--- src/rtl/player_anim_ctrl_if.sv ---
// player_anim_ctrl_if: control inputs and animation outputs of the player animation controller.
interface player_anim_ctrl_if;
    logic        freeze;
    logic        moving;
    logic        onGround;
    logic        shoot;
    logic [31:0] animationOffset;
    logic [1:0]  animState;
    logic [2:0]  frameIdx;

    modport master (
        output freeze, moving, onGround, shoot,
        input  animationOffset, animState, frameIdx
    );
    modport slave (
        input  freeze, moving, onGround, shoot,
        output animationOffset, animState, frameIdx
    );
endinterface

--- src/rtl/player_anim_ctrl.sv ---
// player_anim_ctrl: per-frame idle/run/jump animation state and registered sprite-sheet word offset.
// Optional SHOOT state enabled by defining PLAYER_ANIM_SHOOT_EN.
module player_anim_ctrl #(
    parameter int unsigned FRAME_WORDS = 1080,
    parameter int unsigned IDLE_BASE   = 0,
    parameter int unsigned RUN_BASE    = 1,
    parameter int unsigned RUN_FRAMES  = 6,
    parameter int unsigned JUMP_BASE   = 7,
    parameter int unsigned JUMP_FRAMES = 4,
    parameter int unsigned RUN_HOLD    = 6,
    parameter int unsigned JUMP_HOLD   = 4,
    parameter int unsigned SHOOT_BASE  = 11
) (
    input  logic                      frame_Clk,
    input  logic                      Reset_n,
    player_anim_ctrl_if.slave         bus
);
    typedef enum logic [1:0] {IDLE = 2'b00, RUN = 2'b01, JUMP = 2'b10, SHOOT = 2'b11} state_e;

    state_e      state_q, state_d, tgt;
    logic [2:0]  idx_q, idx_d, idx_last;
    logic [3:0]  hold_q, hold_d, hold_last;
    logic [31:0] off_q, off_d, base;
    logic        anim, restart, wrap;

`ifdef PLAYER_ANIM_SHOOT_EN
    assign tgt = !bus.onGround ? JUMP : bus.moving ? RUN : bus.shoot ? SHOOT : IDLE;
`else
    logic unused_shoot;
    assign unused_shoot = bus.shoot;
    assign tgt = !bus.onGround ? JUMP : bus.moving ? RUN : IDLE;
`endif

    assign base      = tgt == JUMP ? JUMP_BASE : tgt == RUN ? RUN_BASE : tgt == SHOOT ? SHOOT_BASE : IDLE_BASE;
    assign hold_last = 4'(tgt == JUMP ? JUMP_HOLD - 1 : RUN_HOLD - 1);
    assign idx_last  = 3'(tgt == JUMP ? JUMP_FRAMES - 1 : RUN_FRAMES - 1);
    assign anim      = tgt == RUN || tgt == JUMP;
    // Entering a new state or sitting in a single-frame state keeps index and hold at zero.
    assign restart   = tgt != state_q || !anim;
    assign wrap      = hold_q == hold_last;

    always_comb begin
        state_d = state_q;
        idx_d   = idx_q;
        hold_d  = hold_q;
        off_d   = off_q;
        if (!bus.freeze) begin
            state_d = tgt;
            idx_d   = restart ? 3'd0 : wrap ? (idx_q == idx_last ? 3'd0 : idx_q + 3'd1) : idx_q;
            hold_d  = restart || wrap ? 4'd0 : hold_q + 4'd1;
            off_d   = (base + 32'(idx_d)) * FRAME_WORDS;
        end
    end

    always_ff @(posedge frame_Clk or negedge Reset_n) begin
        if (!Reset_n) begin
            state_q <= IDLE;
            idx_q   <= '0;
            hold_q  <= '0;
            off_q   <= IDLE_BASE * FRAME_WORDS;
        end else begin
            state_q <= state_d;
            idx_q   <= idx_d;
            hold_q  <= hold_d;
            off_q   <= off_d;
        end
    end

    assign bus.animationOffset = off_q;
    assign bus.animState       = state_q;
    assign bus.frameIdx        = idx_q;
endmodule

--- src/flat_wrapper.sv ---
// flat-port wrapper written by rule: the top's interface ports become plain ports
module player_anim_ctrl_flat 
#(
    parameter int unsigned FRAME_WORDS = 1080,
    parameter int unsigned IDLE_BASE   = 0,
    parameter int unsigned RUN_BASE    = 1,
    parameter int unsigned RUN_FRAMES  = 6,
    parameter int unsigned JUMP_BASE   = 7,
    parameter int unsigned JUMP_FRAMES = 4,
    parameter int unsigned RUN_HOLD    = 6,
    parameter int unsigned JUMP_HOLD   = 4,
    parameter int unsigned SHOOT_BASE  = 11
)
  (frame_Clk, Reset_n, bus_freeze, bus_moving, bus_onGround, bus_shoot, bus_animationOffset, bus_animState, bus_frameIdx);
  player_anim_ctrl_if bus_i ();
  input  logic frame_Clk;
  input  logic Reset_n;
  input wire logic [$bits(bus_i.freeze)-1:0] bus_freeze;
  input wire logic [$bits(bus_i.moving)-1:0] bus_moving;
  input wire logic [$bits(bus_i.onGround)-1:0] bus_onGround;
  input wire logic [$bits(bus_i.shoot)-1:0] bus_shoot;
  output wire logic [$bits(bus_i.animationOffset)-1:0] bus_animationOffset;
  output wire logic [$bits(bus_i.animState)-1:0] bus_animState;
  output wire logic [$bits(bus_i.frameIdx)-1:0] bus_frameIdx;
  assign bus_i.freeze = bus_freeze;
  assign bus_i.moving = bus_moving;
  assign bus_i.onGround = bus_onGround;
  assign bus_i.shoot = bus_shoot;
  assign bus_animationOffset = bus_i.animationOffset;
  assign bus_animState = bus_i.animState;
  assign bus_frameIdx = bus_i.frameIdx;
  player_anim_ctrl #(.FRAME_WORDS(FRAME_WORDS), .IDLE_BASE(IDLE_BASE), .RUN_BASE(RUN_BASE), .RUN_FRAMES(RUN_FRAMES), .JUMP_BASE(JUMP_BASE), .JUMP_FRAMES(JUMP_FRAMES), .RUN_HOLD(RUN_HOLD), .JUMP_HOLD(JUMP_HOLD), .SHOOT_BASE(SHOOT_BASE)) u_core (.frame_Clk(frame_Clk), .Reset_n(Reset_n), .bus(bus_i));
endmodule
--- config.mk ---
export PLATFORM = sky130hd
export DESIGN_NAME = player_anim_ctrl_flat
export DESIGN_NICKNAME = d
export VERILOG_FILES = /design/src/rtl/player_anim_ctrl_if.sv /design/src/rtl/player_anim_ctrl.sv /design/src/flat_wrapper.sv
export SDC_FILE = /design/constraint.sdc
export NUM_CORES = 1
export LEC_CHECK = 0
export ABC_AREA = 1
export CAP_MARGIN = 15
export CORE_MARGIN = 10
export CORE_UTILIZATION = 45
export DETAILED_ROUTE_END_ITERATION = 10
export PLACE_DENSITY = 0.82
export SLEW_MARGIN = 10
export SYNTH_ARGS = -nofsm -noshare
export SYNTH_HDL_FRONTEND = slang
export SYNTH_SLANG_ARGS = --single-unit
--- constraint.sdc ---
create_clock -name frame_Clk -period 5.2 [get_ports frame_Clk]
set_input_delay 1.04 -clock frame_Clk [delete_from_list [all_inputs] [get_ports frame_Clk]]
set_output_delay 1.04 -clock frame_Clk [all_outputs]
set_load 0.01 [all_outputs]
==> results_dict.tcl <==
set metrics [dict create \
    core-area_sq_mm 0.004029 \
    drt_first_iter_violations 81 \
    grt_max_degree 26 \
    fmax_ghz 0.2041 \
    grt_pass1_vias 1604 \
    synthCells 238 \
    antenna_found_initial 0 \
    cts.sinks 22 \
    cts.clk_slew.worst_paths_ps 80 \
    drt-total-wl_mm 4.252 \
    drv_slew 0 \
    drive_above_1_share_pct 17.39 \
    syn_area_per_cell_sq_um 7.975 \
    finalCritPeriodShare_pct 94.24 \
    yosysSeqAreaShare_pct 29.00 \
    worstSkewPairLatency_ps 260 \
    tritoncts.num_buffers 3 \
    cts_tree "done" \
    hold_viol 0 \
    synth_seq_cells 22 \
    grt_use_met3_pct 4.015 \
    die_h_microns 84.95 \
    cp_max_fo 3 \
    ir_drop_uv 158.9 \
    overflow 0 \
    ant_nets 0 \
    nets 308 \
    drtPass1Iterations 4 \
    cts_hold_buf 0 \
    ff2ff_path_depth 24 \
    r2r-end "u_core.bus.animationOffset[10]" \
    rr_startpoint "u_core.hold_q[1]" \
    port-buffer-count 22 \
    grtUsageMet2_pct 21.73 \
    start_util_pct 47.11 \
    maxCapViolCount 0 \
    grt_pass1_wl_mm 7.217 \
    post-dp-hpwl_mm 3.380 \
    clockRootBuffer "clkbuf_8" \
    antenna_cells 0 \
    power.density_mw_per_mm2 250.4 \
    htree_num_levels 1 \
    wl_per_cell_microns 13.04 \
    fin_skew_ps 4.365 \
    areaGrowthSynthToFinish_pct 20.90 \
    place.gp.congestion 0.8935 \
    grt_util_met1_pct 11.76 \
    yosysUniqueCellTypes 31 \
    dieWidth_microns 84.95 \
    cp-endpoint "u_core.bus.animationOffset[10]" \
    pin_count 43 \
    whs_ps 486.6 \
    via_per_inst 4.782 \
    slew-limit-headroom_pct 32.07 \
    grt_busiest_layer "met2" \
    outcome "finished, final reports clean" \
    rsz0062_at_grt "no" \
    cp-start-kind "input port" \
    cp-end-kind "flop" \
    fin_ws_ps 299.5 \
    worstPathArrival_ps 5100 \
    dp_slack_ps -314.2 \
    setup_viol 0 \
    via_count 1559 \
    worst_slew_pin_slew_ps 1016 \
    std_cell_rows 23 \
    period_needed_ps 4901 \
    hold_path_class "reg -> reg" \
    cp.required_ps 5400 \
    crit_start "bus_moving" \
    dieArea_sq_mm 0.007216 \
    drc 0 \
    yosysWarnings 0 \
    synth.cell_area_sq_mm 0.001898 \
    r2r_slack_ps 1040 \
    gr-usage-all-layers_pct 11.66 \
    cts_buffer_depth 2 \
    power.leakage_nw 1.268 \
    fillCellCount 372 \
    criticalPathCategory "in -> reg" \
]
cells in the mapped netlist (all sizes together):
| master | instances | share of area [%] |
|---|---|---|
| nand2 | 74 | 15 |
| nor2 | 9 | 3.0 |
| nor3 | 2 | 0.53 |
| nand3b | 1 | 1.1 |
| a21boi | 2 | 2.0 |
| a21oi | 4 | 1.5 |
| nand3 | 18 | 5.3 |
| xor2 | 4 | 1.8 |
| buf | 24 | 9.2 |
| ha | 20 | 13 |
| fa | 5 | 5.3 |
| nand4 | 7 | 2.3 |
| clkbuf | 1 | 0.20 |
| a21o | 1 | 0.40 |
| conb | 2 | 0.40 |
| o21ai | 7 | 2.4 |
| or2 | 2 | 0.66 |
| dfrtp | 22 | 29 |
| inv | 33 | 6.8 |
metal layers:
| layer | up-vias | part of all wire, % |
|---|---|---|
| li1 | 776 | - |
| met1 | 738 | 38 |
| met2 | 37 | 53 |
| met3 | 8 | 7.1 |
| met4 | 0 | 1.7 |
| met5 | - | 0 |
cells in the final DEF (no fill, tap or decap), drive strengths merged, types with 4 or more instances in the layout:
cell type / n
a21oi: 4
buf: 17
clkbuf: 4
clkdlybuf4s50: 21
conb: 22
dfrtp: 22
fa: 5
ha: 20
inv: 33
nand2: 74
nand3: 18
nand4: 7
nor2: 9
o21ai: 7
xor2: 4
worst max-delay path, cell delays in order:
cell and delay, ps:
clkdlybuf4s50_1 620, a21boi_4 120, nor2_8 100, inv_4 30
nor2_1 100, ha_2 180, inv_2 50, fa_2 370
xor2_2 160, inv_1 70, ha_1 290, ha_1 280
inv_1 50, fa_1 500, inv_1 50, ha_2 200
fa_2 400, nand2_2 100, a21oi_1 80, o21ai_1 130
nand2_1 60, o21ai_1 120
where the power goes:
group          internal, mW  total, mW  switching, mW
combinational         0.110      0.236          0.125
clock                0.0675      0.124         0.0562
sequential            0.197      0.215         0.0185
total                 0.375      0.575          0.200
per-stage QoR:
stage	util [%]	cells	cell area [sq um]	total power, mW	TNS (ps)
final	56.96	326	2295	0.5747	0
after global routing	56.96	326	2295	0.6198	0
after CTS	56.18	326	2263	0.5766	0
after detailed placement	54.75	322	2206	0.4499	-1294
after global placement	54.75	322	2206	0.4418	-387.6
after floorplan	-	258	1973	0.3611	0
worst min path at each step:
| stage | from | to | slack (ps) | depth (start not counted) |
|---|---|---|---|---|
| 2_1_floorplan | u_core.bus.animationOffset[4] | u_core.bus.animationOffset[4] | 520 | 2 |
| 3_3_place_gp | u_core.bus.animationOffset[9] | u_core.bus.animationOffset[9] | 470 | 2 |
| 3_5_place_dp | u_core.bus.animationOffset[15] | u_core.bus.animationOffset[15] | 470 | 2 |
| 4_1_cts | u_core.bus.animationOffset[12] | u_core.bus.animationOffset[12] | 490 | 2 |
| 5_1_grt | u_core.bus.animationOffset[7] | u_core.bus.animationOffset[7] | 520 | 2 |
| 6_report | u_core.bus.animationOffset[12] | u_core.bus.animationOffset[12] | 490 | 2 |
layout make-up:
| class | instances | area [sq um] | share of cell area [%] |
|---|---|---|---|
| tap | 50 | 62.56 | 2.726 |
| multi-input combinational | 178 | 1144 | 49.84 |
| sequential | 22 | 550.5 | 23.99 |
| inverter | 33 | 128.9 | 5.616 |
| timing repair buffer | 39 | 354.1 | 15.43 |
| clock buffer | 4 | 55.05 | 2.399 |
timing repair:
action,in CTS,in global routing
resized for setup,1,12
pin swaps,1,3
buffers inserted,0,0
endpoints found under the hold margin,0,0
setup endpoints to repair,1,7
cloned,0,0
cell families (layout without fill, tap and decap cells):
logic type                 Yosys count  count (layout)  synth area share (%)
other                                2              22                0.3957
buffers and inverters               58              76                 16.15
adders and majority gates           25              25                 18.46
xor gates and xnor gates             4               4                 1.846
AOI/OAI and AO/OA                   14              14                 6.263
DFF                                 22              22                 29.00
and+or+nand+nor                    113             113                 27.88
sequential cells by signal, indices dropped and copies added (netlist names):
| register | cells |
|---|---|
| u_core.bus.animState | 2 |
| u_core.bus.animationOffset | 13 |
| u_core.bus.frameIdx | 3 |
| u_core.hold_q | 4 |
(Power assumes the default switching activity.)
